$ cat config.mk
export PLATFORM = sky130hd
export DESIGN_NAME = note_tracker
export DESIGN_NICKNAME = d
export VERILOG_FILES = /design/src/rtl/note_pkg.sv /design/src/rtl/note_boundary_rom.sv /design/src/rtl/note_tracker.sv
export SDC_FILE = /design/constraint.sdc
export NUM_CORES = 1
export LEC_CHECK = 0
export CAP_MARGIN = 30
export CORE_MARGIN = 5
export CORE_UTILIZATION = 50
export CTS_BUF_LIST = sky130_fd_sc_hd__clkbuf_4 sky130_fd_sc_hd__clkbuf_8 sky130_fd_sc_hd__clkbuf_16
export DETAILED_ROUTE_END_ITERATION = 8
export HOLD_SLACK_MARGIN = 0.08
export PLACE_DENSITY = 0.71
export SYNTH_ARGS = -nofsm -noshare
export SYNTH_HDL_FRONTEND = slang
export SYNTH_SLANG_ARGS = --single-unit
$ cat constraint.sdc
create_clock -name clk_in -period 8.82 [get_ports clk_in]
set_clock_uncertainty 0.15 [all_clocks]
set_input_delay 0.882 -clock clk_in [delete_from_list [all_inputs] [get_ports clk_in]]
set_output_delay 0.882 -clock clk_in [all_outputs]
set_load 0.05 [all_outputs]
$ cat src/rtl/note_pkg.sv
// Shared note-code types, semitone boundary table and MIDI-key-to-note-code encoding
// for the pitch-to-note path.
package note_pkg;

    localparam logic [2:0] NOTE_LETTER_A = 3'd0;
    localparam logic [2:0] NOTE_LETTER_B = 3'd1;
    localparam logic [2:0] NOTE_LETTER_C = 3'd2;
    localparam logic [2:0] NOTE_LETTER_D = 3'd3;
    localparam logic [2:0] NOTE_LETTER_E = 3'd4;
    localparam logic [2:0] NOTE_LETTER_F = 3'd5;
    localparam logic [2:0] NOTE_LETTER_G = 3'd6;

    localparam logic [1:0] ACC_NATURAL = 2'b01;
    localparam logic [1:0] ACC_FLAT    = 2'b10;

    localparam int BOUND_W    = 20;
    localparam int MIDI_MIN   = 21;
    localparam int MIDI_MAX   = 108;
    localparam int NUM_BOUNDS = MIDI_MAX - MIDI_MIN + 1;

    // Result value used by the stability filter for an out-of-range sample.
    localparam logic [6:0] KEY_NONE = 7'd0;

    typedef struct packed {
        logic [2:0] letter;
        logic [1:0] acc;
        logic [2:0] octave;
    } note_code_t;

    // Lower edge of each key in 1/16 Hz: round(16*440*2^((k-69)/12 - 1/24)), k = 21..108.
    localparam logic [BOUND_W-1:0] BOUNDARY_TABLE [NUM_BOUNDS] = '{
        20'd427,   20'd453,   20'd480,   20'd508,   20'd539,   20'd571,   20'd605,   20'd640,
        20'd679,   20'd719,   20'd762,   20'd807,   20'd855,   20'd906,   20'd960,   20'd1017,
        20'd1077,  20'd1141,  20'd1209,  20'd1281,  20'd1357,  20'd1438,  20'd1523,  20'd1614,
        20'd1710,  20'd1812,  20'd1919,  20'd2033,  20'd2154,  20'd2282,  20'd2418,  20'd2562,
        20'd2714,  20'd2876,  20'd3047,  20'd3228,  20'd3420,  20'd3623,  20'd3839,  20'd4067,
        20'd4309,  20'd4565,  20'd4836,  20'd5124,  20'd5429,  20'd5751,  20'd6093,  20'd6456,
        20'd6840,  20'd7246,  20'd7677,  20'd8134,  20'd8617,  20'd9130,  20'd9673,  20'd10248,
        20'd10857, 20'd11503, 20'd12187, 20'd12911, 20'd13679, 20'd14493, 20'd15354, 20'd16267,
        20'd17235, 20'd18259, 20'd19345, 20'd20496, 20'd21714, 20'd23006, 20'd24374, 20'd25823,
        20'd27358, 20'd28985, 20'd30709, 20'd32535, 20'd34469, 20'd36519, 20'd38691, 20'd40991,
        20'd43429, 20'd46011, 20'd48747, 20'd51646, 20'd54717, 20'd57970, 20'd61417, 20'd65069
    };

    // Accidentals are always spelled as flats.
    function automatic note_code_t midi_to_note_code(input logic [6:0] key);
        note_code_t code;
        logic [3:0] pc;
        pc          = 4'(key % 7'd12);
        code.octave = 3'(key / 7'd12 - 7'd1);
        code.acc    = ACC_NATURAL;
        case (pc)
            4'd0:    code.letter = NOTE_LETTER_C;
            4'd1:    begin code.letter = NOTE_LETTER_D; code.acc = ACC_FLAT; end
            4'd2:    code.letter = NOTE_LETTER_D;
            4'd3:    begin code.letter = NOTE_LETTER_E; code.acc = ACC_FLAT; end
            4'd4:    code.letter = NOTE_LETTER_E;
            4'd5:    code.letter = NOTE_LETTER_F;
            4'd6:    begin code.letter = NOTE_LETTER_G; code.acc = ACC_FLAT; end
            4'd7:    code.letter = NOTE_LETTER_G;
            4'd8:    begin code.letter = NOTE_LETTER_A; code.acc = ACC_FLAT; end
            4'd9:    code.letter = NOTE_LETTER_A;
            4'd10:   begin code.letter = NOTE_LETTER_B; code.acc = ACC_FLAT; end
            default: code.letter = NOTE_LETTER_B;
        endcase
        return code;
    endfunction

endpackage

$ cat src/rtl/note_boundary_rom.sv
// Combinational MIDI key -> lower boundary lookup with two independent read ports.
module note_boundary_rom
    import note_pkg::*;
(
    input  logic [6:0]         key_a_i,
    input  logic [6:0]         key_b_i,
    output logic [BOUND_W-1:0] bound_a_o,
    output logic [BOUND_W-1:0] bound_b_o
);

    // Keys outside the table read as zero rather than aliasing onto a real entry.
    function automatic logic [BOUND_W-1:0] lookup(input logic [6:0] key);
        if (key < 7'(MIDI_MIN) || key > 7'(MIDI_MAX)) begin
            return '0;
        end
        return BOUNDARY_TABLE[7'(key - 7'(MIDI_MIN))];
    endfunction

    always_comb begin
        bound_a_o = lookup(key_a_i);
        bound_b_o = lookup(key_b_i);
    end

endmodule

$ cat src/rtl/note_tracker.sv
// Quantises an integer-Hz frequency to the nearest semitone by iterative binary search,
// then commits the note once the same result has been seen STABLE_COUNT times in a row.
module note_tracker
    import note_pkg::*;
#(
    parameter int FREQ_W       = 16,
    parameter int LOW_KEY      = 57,
    parameter int NUM_KEYS     = 27,
    parameter int STABLE_COUNT = 3
) (
    input  logic              clk_in,
    input  logic              rst_n_in,
    input  logic              freq_valid_in,
    input  logic [FREQ_W-1:0] freq_in,
    output logic              freq_ready_out,
    output logic              raw_valid_out,
    output logic [6:0]        raw_midi_out,
    output logic              raw_oor_out,
    output logic              note_valid_out,
    output logic [7:0]        note_code_out,
    output logic [6:0]        midi_out,
    output logic              note_changed_out
);

    localparam int STEPS  = $clog2(NUM_KEYS);
    localparam int STEP_W = $clog2(STEPS + 1);
    localparam int CNT_W  = $clog2(STABLE_COUNT + 1);
    localparam int CMP_W  = (FREQ_W + 4 > BOUND_W) ? FREQ_W + 4 : BOUND_W;
    localparam int HI_KEY = LOW_KEY + NUM_KEYS;

    localparam logic [1:0] ST_IDLE   = 2'd0;
    localparam logic [1:0] ST_CHECK  = 2'd1;
    localparam logic [1:0] ST_SEARCH = 2'd2;
    localparam logic [1:0] ST_DONE   = 2'd3;

    if (LOW_KEY < MIDI_MIN || HI_KEY > MIDI_MAX || NUM_KEYS < 2 || STABLE_COUNT < 1) begin : g_bad_params
        $error("note_tracker: key window must lie within 21..108 and STABLE_COUNT must be >= 1");
    end

    logic [1:0]        state_q, state_d;
    logic [FREQ_W-1:0] freq_q, freq_d;
    logic              oor_q, oor_d;
    logic [6:0]        lo_q, lo_d, hi_q, hi_d;
    logic [STEP_W-1:0] step_q, step_d;
    logic              raw_valid_q, raw_valid_d;
    logic [6:0]        raw_midi_q, raw_midi_d;
    logic              raw_oor_q, raw_oor_d;
    logic [6:0]        cand_q, cand_d;
    logic [CNT_W-1:0]  count_q, count_d;
    logic              note_valid_q, note_valid_d;
    logic [6:0]        midi_q, midi_d;
    note_code_t        code_q, code_d;
    logic              changed_q, changed_d;

    logic [CMP_W-1:0]   f16;
    logic [6:0]         mid;
    logic [6:0]         rom_key_a;
    logic [BOUND_W-1:0] bound_a, bound_b;
    logic [6:0]         result;

    assign f16       = CMP_W'({freq_q, 4'b0000});
    assign mid       = 7'(({1'b0, lo_q} + {1'b0, hi_q}) >> 1);
    assign rom_key_a = (state_q == ST_CHECK) ? 7'(LOW_KEY) : mid;
    assign result    = oor_q ? KEY_NONE : lo_q;

    // Port A serves the lower range edge in CHECK and the probe key in SEARCH.
    note_boundary_rom u_rom (
        .key_a_i   (rom_key_a),
        .key_b_i   (7'(HI_KEY)),
        .bound_a_o (bound_a),
        .bound_b_o (bound_b)
    );

    always_comb begin
        state_d      = state_q;
        freq_d       = freq_q;
        oor_d        = oor_q;
        lo_d         = lo_q;
        hi_d         = hi_q;
        step_d       = step_q;
        raw_valid_d  = 1'b0;
        raw_midi_d   = raw_midi_q;
        raw_oor_d    = raw_oor_q;
        cand_d       = cand_q;
        count_d      = count_q;
        note_valid_d = note_valid_q;
        midi_d       = midi_q;
        code_d       = code_q;
        changed_d    = 1'b0;

        case (state_q)
            ST_IDLE: begin
                if (freq_valid_in) begin
                    freq_d  = freq_in;
                    state_d = ST_CHECK;
                end
            end
            ST_CHECK: begin
                oor_d   = (f16 < CMP_W'(bound_a)) || (f16 >= CMP_W'(bound_b));
                lo_d    = 7'(LOW_KEY);
                hi_d    = 7'(HI_KEY);
                step_d  = '0;
                state_d = ST_SEARCH;
            end
            ST_SEARCH: begin
                if ((hi_q - lo_q) > 7'd1) begin
                    if (f16 >= CMP_W'(bound_a)) lo_d = mid;
                    else                        hi_d = mid;
                end
                step_d = step_q + 1'b1;
                if (step_q == STEP_W'(STEPS - 1)) state_d = ST_DONE;
            end
            default: begin
                state_d     = ST_IDLE;
                raw_valid_d = 1'b1;
                raw_midi_d  = result;
                raw_oor_d   = oor_q;
                if (result == cand_q) begin
                    count_d = (count_q == CNT_W'(STABLE_COUNT)) ? count_q : count_q + 1'b1;
                end else begin
                    cand_d  = result;
                    count_d = CNT_W'(1);
                end
                if (count_d == CNT_W'(STABLE_COUNT) && (result != midi_q || !note_valid_q)) begin
                    if (result != KEY_NONE) begin
                        note_valid_d = 1'b1;
                        midi_d       = result;
                        code_d       = midi_to_note_code(result);
                        changed_d    = 1'b1;
                    end else if (note_valid_q) begin
                        note_valid_d = 1'b0;
                        midi_d       = '0;
                        code_d       = '0;
                        changed_d    = 1'b1;
                    end
                end
            end
        endcase
    end

    always_ff @(posedge clk_in or negedge rst_n_in) begin
        if (!rst_n_in) begin
            state_q      <= ST_IDLE;
            freq_q       <= '0;
            oor_q        <= 1'b0;
            lo_q         <= '0;
            hi_q         <= '0;
            step_q       <= '0;
            raw_valid_q  <= 1'b0;
            raw_midi_q   <= '0;
            raw_oor_q    <= 1'b0;
            cand_q       <= '0;
            count_q      <= '0;
            note_valid_q <= 1'b0;
            midi_q       <= '0;
            code_q       <= '0;
            changed_q    <= 1'b0;
        end else begin
            state_q      <= state_d;
            freq_q       <= freq_d;
            oor_q        <= oor_d;
            lo_q         <= lo_d;
            hi_q         <= hi_d;
            step_q       <= step_d;
            raw_valid_q  <= raw_valid_d;
            raw_midi_q   <= raw_midi_d;
            raw_oor_q    <= raw_oor_d;
            cand_q       <= cand_d;
            count_q      <= count_d;
            note_valid_q <= note_valid_d;
            midi_q       <= midi_d;
            code_q       <= code_d;
            changed_q    <= changed_d;
        end
    end

    assign freq_ready_out   = (state_q == ST_IDLE);
    assign raw_valid_out    = raw_valid_q;
    assign raw_midi_out     = raw_midi_q;
    assign raw_oor_out      = raw_oor_q;
    assign note_valid_out   = note_valid_q;
    assign note_code_out    = code_q;
    assign midi_out         = midi_q;
    assign note_changed_out = changed_q;

endmodule

---- Word-level counts from Yosys, hierarchy flattened ----
Memory sizes are Yosys's and may differ from the RTL's.
Index checks and enable logic that the tools add are counted.
storage, ports and cells
  flip-flop bits (word level) ............. 71
  latch bits .............................. 0
  bits in writable memories ............... 0
  ROM bits ................................ 2560
  bits of input ports ..................... 19
  output and inout port bits .............. 27
  word-level logic and storage cells ...... 113
  memories kept ........................... 1
operators by class
  $add $sub $neg .......................... 6
  $mul .................................... 0
  div/mod/pow operators ................... 2
  order comparisons ....................... 7
  equality and inequality tests ........... 22
  shift-type cells ........................ 0
  mux-type cells .......................... 32
  bitwise operators ....................... 3
  reduce and logical (&&, ||, !) cells .... 23
memories
  memory            words  width  read ports  clocked after Yosys merged registers in  wr ports  RTL line                 source
  (name not given)  128    20     1           0                                        0         note_boundary_rom.sv:16  return BOUNDARY_TABLE[7'(key - 7'(MIDI_MIN))];
operator list
  kind                    count
  $mux W20                4
  $mux W7                 8
  $pmux W7 S2             2
  $ge A20 B14 Y1 const B  1
  $ge A20 B20 Y1          1
  $lt A20 B20 Y1          1
  $pmux W3 S6             1
  $eq A4 B3 Y1 const B    4
  $mux W8                 2
  $eq A4 B4 Y1 const B    3
  $mux W2                 6
  $ne A2 B2 Y1 const B    5
  $reduce_and A3 Y1       3
  $add A7 B7 Y8           1
  $eq A4 B2 Y1 const B    2
  $ge A8 B8 Y1 const B    1
  $not A7 Y8              1
  $reduce_and A2 Y1       4
  $reduce_or A2 Y1        4
  $div A7 B4 Y7 const B   1
  $eq A7 B7 Y1            1
  $gt A7 B1 Y1 const B    1
  $gt A7 B7 Y1 const B    1
  $lt A7 B5 Y1 const B    1
  other kinds (24)        36

---- Depth between registers and ports, before layout ----
Gate-level depths: netlist (run 1).
  word-level depth ........................ 12
  gate-level depth with buffers ........... 33
  depth with buffers taken out ............ 28

---- Cells and area by module ----
From an unflattened synthesis (run 1), not the netlist that was laid out.
second synthesis, totals
  cells, all modules ...................... 1392
  area, all modules ....................... 10257.3 um2
modules (own cells, without submodules)
  module             times used  cells an instance  area each (um2)  sequential area each (um2)
  note_tracker       1           588                5222.5           1776.7
  note_boundary_rom  1           804                5034.8           0.0

---- Least setup slack after synthesis (run 1) ----
OpenSTA, ideal clock, no wires.
  kind .................................... reg-to-reg
  start ................................... reg lo_q[1]
  end ..................................... reg hi_q[6]
  library setup time ...................... 149 ps
  arrival time ............................ 6730 ps
  data required time ...................... 8521 ps
  path slack .............................. 1791 ps
  stages on the path, launching flop included .. 31
  path buffers ............................ 8
  clock period less this slack ............ 7029 ps
  path through ............................ dfrtp_1 -> clkbuf_1 -> inv_1 -> fa_1 -> xor2_1 -> nand2_1 -> ha_1 -> clkbuf_1 -> inv_1 -> ha_1 -> clkbuf_1 -> clkbuf_1 -> clkbuf_1 -> buf_1 -> clkbuf_1 -> o211ai_1 -> a31oi_1 -> o211ai_1 -> ha_1 -> a21o_1 -> a21o_1 -> a21o_1 -> a21oi_1 -> nor2b_1 -> o21ai_0 -> a211oi_1 -> nor4b_1 -> o21ai_4 -> buf_6 -> nor4_1 -> a311oi_2
on the way
  cells in the longest elaborated chain, start to end .. 11
  elaborated cells on any way between the ends .. 21
  classes of those cells .................. add/sub: 3; order compare: 4; eq/ne: 2; mux: 8; bitwise: 1; reduce/logical: 2; memory: 1
RTL lines
  item                                          RTL line                 source
  from (decl)                                   note_tracker.sv:43       logic [6:0] lo_q, lo_d, hi_q, hi_d;
  from (signal assigned)                        note_tracker.sv:162      lo_q <= lo_d;
  $add A7 B7 Y8                                 note_tracker.sv:62       assign mid = 7'(({1'b0, lo_q} + {1'b0, hi_q}) >> 1);
  $mux W7                                       note_tracker.sv:63       assign rom_key_a = (state_q == ST_CHECK) ? 7'(LOW_KEY) : mid;
  $sub A7 B5 Y7                                 note_boundary_rom.sv:16
  $not A7 Y8 (implied by the code)              note_boundary_rom.sv:16
  $mem_v2 Z128 W20                              -
  $mux W20 (implied by the code) (2 in series)  note_boundary_rom.sv:16
  $mux W20                                      note_boundary_rom.sv:16
  $ge A20 B20 Y1                                note_tracker.sv:107      if (f16 >= CMP_W'(bound_a)) lo_d = mid;
  $ne A2 B2 Y1 (no line)                        -
  $reduce_and A3 Y1 (no line)                   -
  to (signal assigned)                          note_tracker.sv:163      hi_q <= hi_d;
  to (decl)                                     note_tracker.sv:43
Several ways; a longest one is shown, not always the timed one. The select of a mux whose other input is x is not followed.
A chain may end at the register's enable or synchronous reset.

---- Worst setup path after layout (run 1) ----
  start ................................... reg lo_q[2]
  end ..................................... reg lo_q[4]
on the way
  cells in the longest elaborated chain, start to end .. 11
  elaborated cells on any way between the ends .. 21
  classes of those cells .................. add/sub: 3; order compare: 4; eq/ne: 2; mux: 8; bitwise: 1; reduce/logical: 2; memory: 1
RTL lines
  item                                          RTL line
  $add A7 B7 Y8                                 note_tracker.sv:62
  $mux W7                                       note_tracker.sv:63
  $sub A7 B5 Y7                                 note_boundary_rom.sv:16
  $not A7 Y8 (implied by the code)              note_boundary_rom.sv:16
  $mem_v2 Z128 W20                              -
  $mux W20 (implied by the code) (2 in series)  note_boundary_rom.sv:16
  $mux W20                                      note_boundary_rom.sv:16
  $ge A20 B20 Y1                                note_tracker.sv:107
  $ne A2 B2 Y1 (no line)                        -
  $reduce_and A3 Y1 (no line)                   -
Several ways; a longest one is shown, not always the timed one. The select of a mux whose other input is x is not followed.

==> results.py, run 1 <==
metrics = {
    "place": {
        "gp_congestion": 0.969,
        "io_buffer_count": 45,
        "dpl.hpwl_um": 14400,
    },
    "floorplan": {
        "io_pins": 46,
        "dieArea_um2": 15600,
        "core-area_um2": 13100,
        "rows": 42,
        "initial_utilization_pct": 50.5,
        "die_w_um": 125,
        "fp.dieH_um": 125,
    },
    "drt": {
        "drtPass1Iterations": 6,
        "vias": 6635,
        "via_per_inst": 6.60,
        "ant_nets": 0,
        "wirelength_um": 19400,
        "drt_iter0_markers": 942,
        "wl_per_cell_um": 19.3,
        "drc_errors": 0,
    },
    "sta": {
        "slew_headroom_pct": 38.2,
        "max_freq_mhz": 123,
        "rsz0062_at_grt": "no",
        "fin_crit_sh_pct": 91.8,
        "min_period_ns": 8.10,
        "setup_viol": 0,
        "hold_violations": 0,
        "slew_violations": 0,
        "worst_slew_pin_slew_ns": 0.928,
        "tns_ns": 0,
    },
    "finish": {
        "nets": 892,
        "synthToLayoutAreaGrowth_pct": 12.2,
        "layout_common_cells": "75 x nand2_1, 71 x nor2_1, 71 x dfrtp_1, 66 x o21ai_0, 55 x a21oi_1",
        "diodes": 0,
        "final_layout_size_suffix_gt1_share_pct": 10.5,
        "final_common_cell": "nand2_1",
    },
    "cts": {
        "ctsResizeCount": 0,
        "hold_buffers": 0,
        "clk_pin_slew_ns": 0.06,
        "numCtsBuffers": 9,
        "cts_tree": "built",
        "htree_levels": 3,
        "root_buffer": "clkbuf_16",
        "clock-sinks": 71,
        "clk_path_buf_depth": 2,
        "insertion_delay_ns": 0.34,
        "post_cts_buffers": 0,
    },
    "setup_path": {
        "r2r_end": "lo_q[4]$_DFFE_PN0P_",
        "ff2ff_path_depth": 25,
        "arrival_ns": 8.14,
        "cp-end-kind": "flip-flop",
        "cpPeakStageDelay_ns": 0.70,
        "cp_data_required_time_ns": 8.86,
        "crit_slowest_cell": "a2111oi_1",
        "r2r-start": "lo_q[2]$_DFFE_PN0P_",
        "crit_fanout": 24,
        "cp-start-kind": "flip-flop",
        "r2r_slack_ns": 0.72,
        "critical_path_class": "reg -> reg",
    },
    "global_routing": {
        "grt-ovfl-total": 0,
        "grt_usage_pct": 24.2,
        "grt_max_degree": 72,
        "antenna_found_initial": 0,
        "grt_pass1_wl_um": 31700,
        "first_global_vias": 6109,
    },
    "logic_synthesis": {
        "synth-xor-area-share_pct": 2.63,
        "synth_edf_count": 0,
        "synth_simple_gate_area_share_pct": 19.7,
        "ys_ff_latch": 71,
        "async_flop_share_pct": 100,
        "synth_flop_cell": "dfrtp_1",
        "synthesis.area_um2": 6610,
        "synth_area_per_cell_um2": 8.10,
        "yosysSeqAreaShare_pct": 26.9,
        "synthCells": 816,
        "synth_compound_area_share_pct": 28.5,
        "syn_nets": 881,
        "synth_top_family_by_area": "compound AO/OA/AOI/OAI gates",
        "synth_adder_area_share_pct": 8.94,
        "synth_cell_types": 81,
        "synth.area.mux_share_pct": 7.35,
        "yosys_warnings": 0,
    },
    "min_path": {
        "hold_path_startpoint": "note_code_out[4]$_DFFE_PN0P_",
        "worst_hold_path.endpoint": "note_code_out[4]$_DFFE_PN0P_",
        "hold_class": "reg -> reg",
        "hold_path_depth": 1,
    },
    "job": {
        "max_cap_viol_count": 0,
    },
    "outcome": {
        "status": "complete, no violations",
    },
}
==> cells in the mapped netlist, drive strengths merged, types with 7 or more instances <==
library cell / number / area share (%)
nand2: 75 / 4.3
nor2: 72 / 4.1
o21ai: 72 / 5.8
dfrtp: 71 / 27
a21oi: 56 / 4.3
ha: 44 / 8.3
clkbuf: 41 / 2.3
inv: 36 / 2.0
mux2: 36 / 6.1
nand3: 21 / 1.6
nor3: 21 / 1.7
buf: 19 / 1.6
a211oi: 17 / 2.0
xnor2: 17 / 2.4
a31oi: 16 / 1.5
o211ai: 15 / 1.7
nand4: 13 / 1.3
a21o: 11 / 1.2
nor2b: 11 / 1.0
o22ai: 10 / 0.95
nand2b: 9 / 0.97
o32ai: 9 / 1.2
mux2i: 8 / 1.2
nor4: 8 / 0.76
a2111oi: 7 / 1.2
==> state kept, by name, indices dropped and copies added (netlist names), 2 cells and up <==
register and cells:
freq_q 16, note_code_out 8, cand_q 7, hi_q 7, lo_q 7, midi_out 7
raw_midi_out 7, step_q 3, count_q 2, state_q 2
==> layer usage <==
metal | share of wire (%) | vias up | GRT usage (%)
met2 | 46 | 346 | 37.9
li1 | - | 3053 | -
met5 | 0 | - | 0
met3 | 7.4 | 59 | 4.18
met4 | 2.7 | 0 | 7.91
met1 | 44 | 3177 | 34.2
==> through the flow <==
stage	instances	instance area (um^2)	utilization, %	hold WS, ns	worst slack (ns)
4_1_cts	1005	7410	56.6	0.328	0.866
3_5_place_dp	991	7120	54.4	0.315	0.903
5_1_grt	1006	7420	56.7	0.350	0.103
3_3_place_gp	989	7110	54.3	0.303	1.15
2_1_floorplan	816	6610	-	0.320	1.79
6_report	1006	7420	56.7	0.323	0.720
==> worst max-delay path: cells and delay by family, from the launching register on <==
family,cells,cell delay (ns)
AND/OR/NAND/NOR,8,2.22
adder cells (fa/ha/maj),3,1.43
AO/OA/AOI/OAI,10,2.48
buffers and inverters,2,0.46
XOR/XNOR,1,0.36
flip-flops,1,0.67
multiplexers,1,0.15
==> area by class of cell <==
class	instances	area, um^2
Multi-Input combinational cell	648	4430
Inverter	37	139
Tap cell	176	220
Fill cell	1168	5670
Timing Repair Buffer	60	562
Sequential cell	71	1780
Clock inverter	4	47.5
Clock buffer	10	239
==> cell families after synthesis <==
kind of cell / after synthesis
adder cells (fa/ha/maj): 46
buffers and inverters: 97
AND/OR/NAND/NOR: 265
AO/OA/AOI/OAI: 274
flip-flops: 71
multiplexers: 44
XOR/XNOR: 19
==> worst max-delay path by stage <==
stage,from,end,cells after the start
floorplan,lo_q[1]$_DFFE_PN0P_,hi_q[6]$_DFFE_PN0P_,30
global placement,lo_q[0]$_DFFE_PN0P_,lo_q[4]$_DFFE_PN0P_,26
detailed placement,lo_q[2]$_DFFE_PN0P_,lo_q[4]$_DFFE_PN0P_,25
CTS,lo_q[2]$_DFFE_PN0P_,lo_q[4]$_DFFE_PN0P_,25
global route,lo_q[2]$_DFFE_PN0P_,lo_q[5]$_DFFE_PN0P_,25
finish,lo_q[2]$_DFFE_PN0P_,lo_q[4]$_DFFE_PN0P_,25
Power of run 1 is not shown: default switching activity piles up to over one toggle a cycle in this logic, so the estimate is an artifact.
==> inputs of run 2 (changes only) <==
- HOLD_SLACK_MARGIN: 0.08 -> 0.02
==> results of run 2 <==
Final layout, timing and power as in run 1 (identical DEF).
Power of run 2 is left out for the same reason.
